--- src/rtl/pc_pkg.sv ---
// rtl/pc_pkg.sv - shared types and constants for the fetch-stage program counter
package pc_pkg;

  typedef enum logic [2:0] {
    PC_HOLD,
    PC_RET,
    PC_CALL,
    PC_JUMP,
    PC_BRANCH,
    PC_INC
  } pc_sel_e;

  localparam logic [31:0] PC_RESET_VAL = '0;

endpackage

--- src/rtl/pc_sequencer_if.sv ---
// rtl/pc_sequencer_if.sv - control, LUT write and PC/flag bundle of the fetch sequencer
interface pc_sequencer_if #(
  parameter int PC_W   = 9,
  parameter int LUT_AW = 5
);

  logic              stall;
  logic              jump;
  logic [PC_W-1:0]   jump_target;
  logic              branch;
  logic [LUT_AW-1:0] branch_idx;
  logic              call;
  logic              ret;
  logic              lut_we;
  logic [LUT_AW-1:0] lut_waddr;
  logic [PC_W-1:0]   lut_wdata;
  logic [PC_W-1:0]   pc;
  logic              ras_ovf;
  logic              ras_unf;

  modport master (
    output stall, jump, jump_target, branch, branch_idx, call, ret,
           lut_we, lut_waddr, lut_wdata,
    input  pc, ras_ovf, ras_unf
  );

  modport slave (
    input  stall, jump, jump_target, branch, branch_idx, call, ret,
           lut_we, lut_waddr, lut_wdata,
    output pc, ras_ovf, ras_unf
  );

endinterface

--- src/rtl/pc_ras.sv ---
// rtl/pc_ras.sv - circular return-address stack; a push when full overwrites the oldest entry
module pc_ras #(
  parameter int PC_W      = 9,
  parameter int RAS_DEPTH = 4
) (
  input  logic            clk,
  input  logic            reset,
  input  logic            push,
  input  logic            pop,
  input  logic [PC_W-1:0] push_data,
  output logic [PC_W-1:0] top,
  output logic            empty,
  output logic            full
);

  localparam int PTR_W = $clog2(RAS_DEPTH);

  logic [PC_W-1:0]  mem_q [RAS_DEPTH];
  logic [PTR_W-1:0] wptr_q, wptr_d;
  logic [PTR_W:0]   count_q, count_d;

  assign empty = (count_q == '0);
  assign full  = (count_q == (PTR_W+1)'(RAS_DEPTH));
  assign top   = mem_q[wptr_q - PTR_W'(1)];

  // When full, wptr_q points at the oldest entry, so wrapping overwrites it.
  always_comb begin
    wptr_d  = wptr_q;
    count_d = count_q;
    if (push) begin
      wptr_d = wptr_q + PTR_W'(1);
      if (!full) begin
        count_d = count_q + (PTR_W+1)'(1);
      end
    end else if (pop && !empty) begin
      wptr_d  = wptr_q - PTR_W'(1);
      count_d = count_q - (PTR_W+1)'(1);
    end
  end

  always_ff @(posedge clk or posedge reset) begin
    if (reset) begin
      wptr_q  <= '0;
      count_q <= '0;
    end else begin
      wptr_q  <= wptr_d;
      count_q <= count_d;
    end
  end

  always_ff @(posedge clk) begin
    if (push) begin
      mem_q[wptr_q] <= push_data;
    end
  end

endmodule

--- src/rtl/pc_sequencer.sv ---
// rtl/pc_sequencer.sv - fetch-stage PC with branch LUT, return stack, stall and sticky stack flags
module pc_sequencer
  import pc_pkg::*;
#(
  parameter int PC_W      = 9,
  parameter int LUT_AW    = 5,
  parameter int RAS_DEPTH = 4
) (
  input  logic            clk,
  input  logic            reset,
  pc_sequencer_if.slave   bus
);

  localparam int LUT_N = 2 ** LUT_AW;

  pc_sel_e         sel;
  logic [PC_W-1:0] pc_q, pc_d, pc_inc;
  logic            ovf_q, ovf_d, unf_q, unf_d;
  logic [PC_W-1:0] lut_q [LUT_N];
  logic [PC_W-1:0] ras_top;
  logic            ras_push, ras_pop, ras_empty, ras_full;

  assign pc_inc = pc_q + PC_W'(1);

  always_comb begin
    sel = PC_INC;
    if (bus.stall)       sel = PC_HOLD;
    else if (bus.ret)    sel = PC_RET;
    else if (bus.call)   sel = PC_CALL;
    else if (bus.jump)   sel = PC_JUMP;
    else if (bus.branch) sel = PC_BRANCH;
  end

  // LUT read happens before the same-edge write lands, so a branch sees the old entry.
  always_comb begin
    pc_d  = pc_q;
    ovf_d = ovf_q;
    unf_d = unf_q;
    unique case (sel)
      PC_HOLD:   pc_d = pc_q;
      PC_RET: begin
        pc_d = ras_empty ? pc_inc : ras_top;
        if (ras_empty) unf_d = 1'b1;
      end
      PC_CALL: begin
        pc_d = bus.jump_target;
        if (ras_full) ovf_d = 1'b1;
      end
      PC_JUMP:   pc_d = bus.jump_target;
      PC_BRANCH: pc_d = lut_q[bus.branch_idx];
      default:   pc_d = pc_inc;
    endcase
  end

  always_ff @(posedge clk or posedge reset) begin
    if (reset) begin
      pc_q  <= PC_RESET_VAL[PC_W-1:0];
      ovf_q <= 1'b0;
      unf_q <= 1'b0;
    end else begin
      pc_q  <= pc_d;
      ovf_q <= ovf_d;
      unf_q <= unf_d;
    end
  end

  always_ff @(posedge clk) begin
    if (bus.lut_we) begin
      lut_q[bus.lut_waddr] <= bus.lut_wdata;
    end
  end

  assign ras_push = (sel == PC_CALL);
  assign ras_pop  = (sel == PC_RET);

  pc_ras #(
    .PC_W      (PC_W),
    .RAS_DEPTH (RAS_DEPTH)
  ) u_ras (
    .clk       (clk),
    .reset     (reset),
    .push      (ras_push),
    .pop       (ras_pop),
    .push_data (pc_inc),
    .top       (ras_top),
    .empty     (ras_empty),
    .full      (ras_full)
  );

  assign bus.pc      = pc_q;
  assign bus.ras_ovf = ovf_q;
  assign bus.ras_unf = unf_q;

endmodule

--- src/flat_wrapper.sv ---
// flat-port wrapper written by rule: the top's interface ports become plain ports
module pc_sequencer_flat import pc_pkg::*;
#(
  parameter int PC_W      = 9,
  parameter int LUT_AW    = 5,
  parameter int RAS_DEPTH = 4
)
  (clk, reset, bus_stall, bus_jump, bus_jump_target, bus_branch, bus_branch_idx, bus_call, bus_ret, bus_lut_we, bus_lut_waddr, bus_lut_wdata, bus_pc, bus_ras_ovf, bus_ras_unf);
  pc_sequencer_if #(.PC_W(PC_W), .LUT_AW(LUT_AW)) bus_i ();
  input  logic clk;
  input  logic reset;
  input wire logic [$bits(bus_i.stall)-1:0] bus_stall;
  input wire logic [$bits(bus_i.jump)-1:0] bus_jump;
  input wire logic [$bits(bus_i.jump_target)-1:0] bus_jump_target;
  input wire logic [$bits(bus_i.branch)-1:0] bus_branch;
  input wire logic [$bits(bus_i.branch_idx)-1:0] bus_branch_idx;
  input wire logic [$bits(bus_i.call)-1:0] bus_call;
  input wire logic [$bits(bus_i.ret)-1:0] bus_ret;
  input wire logic [$bits(bus_i.lut_we)-1:0] bus_lut_we;
  input wire logic [$bits(bus_i.lut_waddr)-1:0] bus_lut_waddr;
  input wire logic [$bits(bus_i.lut_wdata)-1:0] bus_lut_wdata;
  output wire logic [$bits(bus_i.pc)-1:0] bus_pc;
  output wire logic [$bits(bus_i.ras_ovf)-1:0] bus_ras_ovf;
  output wire logic [$bits(bus_i.ras_unf)-1:0] bus_ras_unf;
  assign bus_i.stall = bus_stall;
  assign bus_i.jump = bus_jump;
  assign bus_i.jump_target = bus_jump_target;
  assign bus_i.branch = bus_branch;
  assign bus_i.branch_idx = bus_branch_idx;
  assign bus_i.call = bus_call;
  assign bus_i.ret = bus_ret;
  assign bus_i.lut_we = bus_lut_we;
  assign bus_i.lut_waddr = bus_lut_waddr;
  assign bus_i.lut_wdata = bus_lut_wdata;
  assign bus_pc = bus_i.pc;
  assign bus_ras_ovf = bus_i.ras_ovf;
  assign bus_ras_unf = bus_i.ras_unf;
  pc_sequencer #(.PC_W(PC_W), .LUT_AW(LUT_AW), .RAS_DEPTH(RAS_DEPTH)) u_core (.clk(clk), .reset(reset), .bus(bus_i));
endmodule
--- config.mk ---
export PLATFORM = sky130hd
export DESIGN_NAME = pc_sequencer_flat
export DESIGN_NICKNAME = d
export VERILOG_FILES = /design/src/rtl/pc_pkg.sv /design/src/rtl/pc_sequencer_if.sv /design/src/rtl/pc_ras.sv /design/src/rtl/pc_sequencer.sv /design/src/flat_wrapper.sv
export SDC_FILE = /design/constraint.sdc
export NUM_CORES = 1
export LEC_CHECK = 0
export ABC_AREA = 1
export BUFFER_PORTS_ARGS = -buffer_cell sky130_fd_sc_hd__buf_2
export CAP_MARGIN = 10
export CORE_MARGIN = 1.5
export CORE_UTILIZATION = 25
export CTS_CLUSTER_DIAMETER = 200
export CTS_CLUSTER_SIZE = 20
export DETAILED_ROUTE_END_ITERATION = 8
export PLACE_DENSITY = 0.47
export SETUP_SLACK_MARGIN = 0.2
export SKIP_LAST_GASP = 1
export SLEW_MARGIN = 20
export SYNTH_ARGS = -nofsm -noshare
export SYNTH_HDL_FRONTEND = slang
export SYNTH_SLANG_ARGS = --single-unit
--- constraint.sdc ---
create_clock -name clk -period 4.3 [get_ports clk]
set_input_delay 0 -clock clk [delete_from_list [all_inputs] [get_ports clk]]
set_output_delay 0 -clock clk [all_outputs]
set_load 0.02 [all_outputs]
==> results of run 1 <==
registers in the layout (all words and copies together), names as in the netlist:
name / count
u_core.lut_q: 288
u_core.u_ras.mem_q: 36
u_core.bus.pc: 9
u_core.u_ras.count_q: 3
u_core.u_ras.wptr_q: 2
u_core.bus.ras_ovf: 1
u_core.bus.ras_unf: 1
placed cells by master, fill, tap and decap left out, types with 6 or more instances in the layout:
cell and instances:
o21ai_0 18, nand2_1 370, dlygate4sd3_1 19, o22ai_1 7
dfrtp_1 16, xor2_1 7, inv_1 25, nand3_1 285
clkbuf_1 6, edfxtp_1 324, a21oi_1 12, buf_2 45
clkbuf_16 20, nor2_1 84
critical path, delay by kind of cell (launching register included):
family | cells | cell delay (ps)
buffers and inverters | 3 | 1350
AOI/OAI and AO/OA | 3 | 460
adders and majority gates | 1 | 520
and+or+nand+nor | 3 | 210
DFF | 1 | 790
area by class of cell:
class	count	area, um^2
fillers	5856	40500
repair buffers	70	473
inverters	33	131
multi-input cells	802	3560
clock inverters	1	16.3
flip-flops and latches	340	10100
well taps	756	946
clock buffers	26	523
through the flow:
step | worst slack, ps | hold WS [ps] | instances
after floorplan | 2310 | -86.3 | 1241
after global placement | 1620 | 175 | 1982
after detailed placement | 1490 | 176 | 1982
after CTS | 935 | 11.3 | 2028
after global routing | 571 | 50.5 | 2028
final | 905 | 27.3 | 2028
worst min-delay path by stage:
stage | endpoint | start | cells after the start | slack [ps]
CTS | u_core.bus.pc[7] | bus_branch_idx[4] | 5 | 10
global route | u_core.lut_q[28][8] | bus_lut_wdata[8] | 1 | 50
detailed placement | u_core.bus.ras_ovf | reset | 2 | 180
finish | u_core.bus.pc[7] | bus_branch_idx[4] | 5 | 30
global placement | u_core.bus.ras_ovf | reset | 2 | 170
floorplan | u_core.bus.pc[0] | reset | 1 | -90
cells by family (layout without fill, tap and decap cells):
logic type,Yosys count,in the layout,synth area share [%]
buf+inv,99,130,3.64
xor+xnor,8,8,0.493
flops,340,340,71.3
mux,1,1,0.0793
fa+ha+maj,6,6,0.581
simple gates,748,748,22.4
compound gates,39,39,1.45
power groups by stage:
stage	logic (W)	registers, W	clock network [W]
final	0.00107	0.00393	0.00193
after global routing	0.00121	0.00396	0.00209
after CTS	0.00109	0.00394	0.00199
after detailed placement	0.00104	0.00401	0
after global placement	0.00103	0.00401	0
after floorplan	0.000683	0.00399	0
repair_timing:
item / 4_1_cts / 5_1_grt
endpoints found under the hold margin: 26 / 0
hold buffers: 19 / 0
endpoints found under the setup margin: 0 / 0
routing by layer:
| metal | wire, um | global-route usage [%] | vias to the layer above |
|---|---|---|---|
| met1 | 17400 | 17.9 | 4408 |
| met2 | 17800 | 21.5 | 206 |
| met3 | 1510 | 1.58 | 32 |
| met4 | 618 | 2.48 | 0 |
| met5 | 0 | 0 | - |
| li1 | - | - | 4364 |
==> impl_metrics.py, run 1 <==
metrics = {
    "logic_synthesis": {
        "synth-seq-cells": 340,
        "postSynthCellCount": 1241,
        "synth_flop_cell": "edfxtp_1",
        "ys_top_cells_by_count": "nand2_1, edfxtp_1, nand3_1",
        "netlist.top_cell.by_area": "edfxtp_1",
        "ys_top_cells_by_area": "edfxtp_1, nand3_1, nand2_1, dfrtp_1, nor2_1",
        "synth-seq-area-share_pct": 71.3,
        "synth_warnings": 0,
        "synth_top_area_share_pct": 68.5,
        "synth_nets": 1283,
        "syn_area_per_cell_um2": 11.4,
        "netlist_area_mm2": 0.0142,
        "synth_cell_types": 31,
        "synthArstFlopShare_pct": 4.71,
        "synth_edf_count": 324,
        "yosysMostFrequentCell": "nand2_1",
    },
    "timing": {
        "clock_skew_ps": 13.8,
        "max_freq_ghz": 0.295,
        "rsz0062_at_grt": "no",
        "worst_pin_slew_ps": 1040,
        "slew_headroom_pct": 30.6,
        "setup_viol": 0,
        "hold_viol": 0,
        "finalCritPeriodShare_pct": 79.0,
        "slew_violations": 0,
        "fin_crit_ps": 3400,
        "tns_ps": 0,
    },
    "setup_path": {
        "critical_path.startpoint": "u_core.u_ras.wptr_q[0]",
        "worstSetupEndpointType": "flop",
        "r2r_slack_ps": 900,
        "rr_worst_depth": 10,
        "critical_path_class": "reg2reg",
        "arrival_ps": 3870,
        "r2r_end": "u_core.bus.pc[3]",
        "start_kind": "flop",
        "crit_fanout": 21,
        "path_cells": "inv_1 > ha_1 > inv_1 > o21ai_0 > o22ai_1 > nand2_1 > nand2_1 > nor2_1 > a21oi_1 > dlygate4sd3_1",
        "slowest_stage": "dfrtp_1",
        "critPathMaxStageDelay_ps": 790,
        "crit_path_end": "u_core.bus.pc[3]",
        "worst-endpoint-required_ps": 4780,
        "r2r-start": "u_core.u_ras.wptr_q[0]",
    },
    "finish": {
        "final_area_mm2": 0.0158,
        "nets": 1309,
        "syn2layout_area_growth_pct": 11.1,
        "utilization_pct": 28.0,
        "antenna_cells": 0,
        "layout-drive-gt1-share_pct": 6.13,
    },
    "cts": {
        "worstSkewPairLatency_ps": 540,
        "htreeDepth": 1,
        "cts_buffer_depth": 3,
        "cts_buffers": 20,
        "cts_resized": 0,
        "root_buffer": "clkbuf_16",
        "cts_setup_buffers": 0,
        "cts_num_sinks": 340,
        "cts_tree": "done",
        "clk_pin_slew_worst_paths_ps": 90,
    },
    "placement": {
        "io_buffers": 46,
        "gp_congestion": 0.794,
        "placed_area_mm2": 0.0150,
        "dp_hpwl_mm": 22.0,
    },
    "die": {
        "placeableCoreArea_mm2": 0.0563,
        "fp.dieArea_mm2": 0.0583,
        "rows": 87,
        "die_w_um": 241,
        "ioPinCount": 47,
        "die_y_um": 241,
        "initial_utilization_pct": 25.2,
    },
    "drt": {
        "drc_errors": 0,
        "dr.pass1.iters": 5,
        "vias": 9010,
        "viasPerCell": 4.44,
        "antenna_left": 0,
        "routedWlPerCell_um": 18.4,
        "routed_wl_mm": 37.4,
        "drt_iter0_drc": 660,
    },
    "global_routing": {
        "grt_first_pass_wirelength_mm": 56.3,
        "first_global_vias": 8891,
        "antenna_found_initial": 0,
        "overflow": 0,
        "grt_max_degree": 145,
        "grt.total_usage_pct": 12.9,
    },
    "pwr": {
        "leakage_nw": 5.47,
        "pwr-share-seq_pct": 56.7,
        "power_w": 0.00693,
        "comb_power_share_pct": 15.4,
        "swShare_pct": 27.7,
        "clock_power_share_pct": 27.8,
        "pwr_density_cell_mw_per_mm2": 439,
        "peakVddDrop_uv": 206,
        "switching_power_w": 0.00192,
        "internal_power_w": 0.00501,
    },
    "worst_hold_path": {
        "min_path_type": "in2reg",
    },
    "outcome": {
        "status": "completed",
    },
    "flow_run": {
        "maxCapViolations": 0,
    },
}
(Power assumes the default switching activity.)
==> run 2, diff against run 1 <==
--- a/config.mk
+++ b/config.mk
@@ -13,7 +13,7 @@
 export CTS_CLUSTER_DIAMETER = 200
 export CTS_CLUSTER_SIZE = 20
 export DETAILED_ROUTE_END_ITERATION = 8
-export PLACE_DENSITY = 0.47
+export PLACE_DENSITY = 0.48
 export SETUP_SLACK_MARGIN = 0.2
 export SKIP_LAST_GASP = 1
 export SLEW_MARGIN = 20
==> constraint.sdc (replaced) <==
create_clock -name clk -period 2.8 [get_ports clk]
set_input_delay 0 -clock clk [delete_from_list [all_inputs] [get_ports clk]]
set_output_delay 0 -clock clk [all_outputs]
set_load 0.02 [all_outputs]
==> impl_metrics.py, run 2 (same netlist as run 1, synthesis figures left out) <==
metrics = {
    "drt": {
        "routed_wl_mm": 37.4,
        "drt_iter0_drc": 767,
        "dr.pass1.iters": 5,
        "vias": 9234,
        "routedWlPerCell_um": 18.1,
        "viasPerCell": 4.47,
        "drc_errors": 0,
        "antenna_left": 0,
    },
    "placement": {
        "dp_hpwl_mm": 21.4,
        "io_buffers": 46,
        "dpl.cell_count": 2016,
        "gp_congestion": 0.784,
    },
    "pwr": {
        "pwr_density_cell_mw_per_mm2": 668,
        "peakVddDrop_uv": 432,
        "leakage_nw": 5.67,
    },
    "setup_path": {
        "arrival_ps": 2850,
        "worst-endpoint-required_ps": 3220,
        "crit_fanout": 10,
        "critical_path.startpoint": "u_core.u_ras.wptr_q[1]",
        "critPathMaxStageDelay_ps": 560,
        "slowest_stage": "dlygate4sd3_1",
        "r2r_end": "u_core.bus.pc[5]",
        "r2r-start": "u_core.u_ras.wptr_q[1]",
        "critical_path_class": "reg2reg",
        "crit_top_cell": "nand2_1",
        "path_cells": "inv_1 > ha_2 > clkinvlp_4 > o21ai_0 > o22ai_1 > nand2_1 > nand2_1 > nor2_1 > a21oi_1 > dlygate4sd3_1",
        "r2r_slack_ps": 370,
        "worstSetupEndpointType": "flop",
        "start_kind": "flop",
        "rr_worst_depth": 10,
    },
    "global_routing": {
        "grt_use_met3_pct": 1.78,
        "grt_first_pass_wirelength_mm": 55.9,
        "grt_max_degree": 145,
        "grt.total_usage_pct": 12.7,
        "overflow": 0,
        "use_met1_pct": 18.9,
        "first_global_vias": 8790,
        "grt.met2_usage_pct": 19.7,
        "antenna_found_initial": 0,
        "grt_busiest_layer": "met2",
    },
    "worst_hold_path": {
        "min_delay_worst_endpoint": "u_core.lut_q[9][4]",
        "hold_start": "bus_lut_wdata[4]",
        "min_path_type": "in2reg",
        "hold_path_depth": 1,
    },
    "timing": {
        "finalCritPeriodShare_pct": 86.7,
        "slew_violations": 0,
        "slew_headroom_pct": 32.5,
        "worst_pin_slew_ps": 1010,
        "timing.hold.ws_ps": 32.0,
        "setup_viol": 0,
        "max_freq_ghz": 0.412,
        "tns_ps": 0,
        "fin_crit_ps": 2430,
        "rsz0062_at_grt": "yes",
        "clock_skew_ps": 23.2,
        "hold_viol": 0,
    },
    "cts": {
        "worstSkewPairLatency_ps": 550,
        "htreeDepth": 1,
        "cts_buffers": 20,
        "cts_tree": "done",
        "clk_pin_slew_worst_paths_ps": 90,
        "root_buffer": "clkbuf_16",
        "cts_num_sinks": 340,
        "cts_buffer_depth": 3,
    },
    "finish": {
        "layout-drive-gt1-share_pct": 8.77,
        "multi_input_area_mm2": 0.00356,
        "final_cell_mix": "nand2_1, edfxtp_1, nand3_1, nor2_1, buf_2",
        "largest-register": "u_core.lut_q",
        "largest_reg_flops": 288,
        "syn2layout_area_growth_pct": 13.5,
        "fillCellCount": 5826,
        "layoutNonFillerInstCount": 2068,
        "nets": 1348,
        "mostFrequentLayoutCell": "nand2_1",
        "seqCellArea_mm2": 0.0101,
    },
    "die": {
        "fp.dieArea_mm2": 0.0583,
        "die_w_um": 241,
        "rows": 87,
        "ioPinCount": 47,
        "initial_utilization_pct": 25.2,
        "die_y_um": 241,
        "placeableCoreArea_mm2": 0.0563,
    },
    "flow_run": {
        "maxCapViolations": 0,
    },
    "outcome": {
        "status": "completed",
    },
}
## run 2: metrics by stage
| stage | power (W) | util (%) | cell area [um^2] | setup slack [ps] |
|---|---|---|---|---|
| floorplan | 0.00718 | - | 14200 | 812 |
| global placement | 0.00776 | 27.3 | 15300 | 830 |
| detailed placement | 0.00779 | 27.3 | 15300 | 812 |
| CTS | 0.0108 | 28.6 | 16100 | 267 |
| global route | 0.0112 | 28.6 | 16100 | 198 |
| finish | 0.0108 | 28.7 | 16100 | 372 |
## run 2: worst max-delay path by stage
| stage | endpoint | slack [ps] | depth (start not counted) |
|---|---|---|---|
| after floorplan | u_core.bus.pc[5] | 810 | 12 |
| after global placement | u_core.bus.pc[3] | 830 | 9 |
| after detailed placement | u_core.bus.pc[3] | 810 | 9 |
| after CTS | u_core.bus.pc[4] | 270 | 10 |
| after global routing | u_core.bus.pc[5] | 200 | 10 |
| final | u_core.bus.pc[5] | 370 | 10 |
## run 2: what timing repair did
action	4_1_cts	5_1_grt
setup buffers	0	1
hold buffers	23	0
hold endpoints to repair	28	0
endpoints found under the setup margin	0	9
resized for setup	0	2
## run 2: power breakdown
part / internal [W] / switching, W
clock network: 0.00132 / 0.00165
registers: 0.00584 / 0.000156
logic: 0.000614 / 0.00118
## run 2: per-layer routing
metal | part of all wire, % | wire length (um)
met2 | 44 | 16500
met3 | 4.9 | 1820
met4 | 2.0 | 744
met1 | 49 | 18300
met5 | 0 | 0
## run 2: area by class of cell
type                            instances  share of cell area (%)
Clock buffer                           26                    3.24
Inverter                               33                   0.823
Antenna cell                            1                  0.0155
Clock inverter                          1                   0.101
Sequential cell                       340                    62.8
Timing Repair Buffer                  109                    5.04
Multi-Input combinational cell        802                    22.1
Tap cell                              756                    5.87
## run 2: worst max-delay path, delay by kind of cell (launching register included)
| kind | cells | cell delay [ps] |
|---|---|---|
| flip-flops | 1 | 410 |
| AO/OA/AOI/OAI | 3 | 290 |
| AND/OR/NAND/NOR | 3 | 230 |
| adder cells (fa/ha/maj) | 1 | 470 |
| buffers and inverters | 3 | 900 |
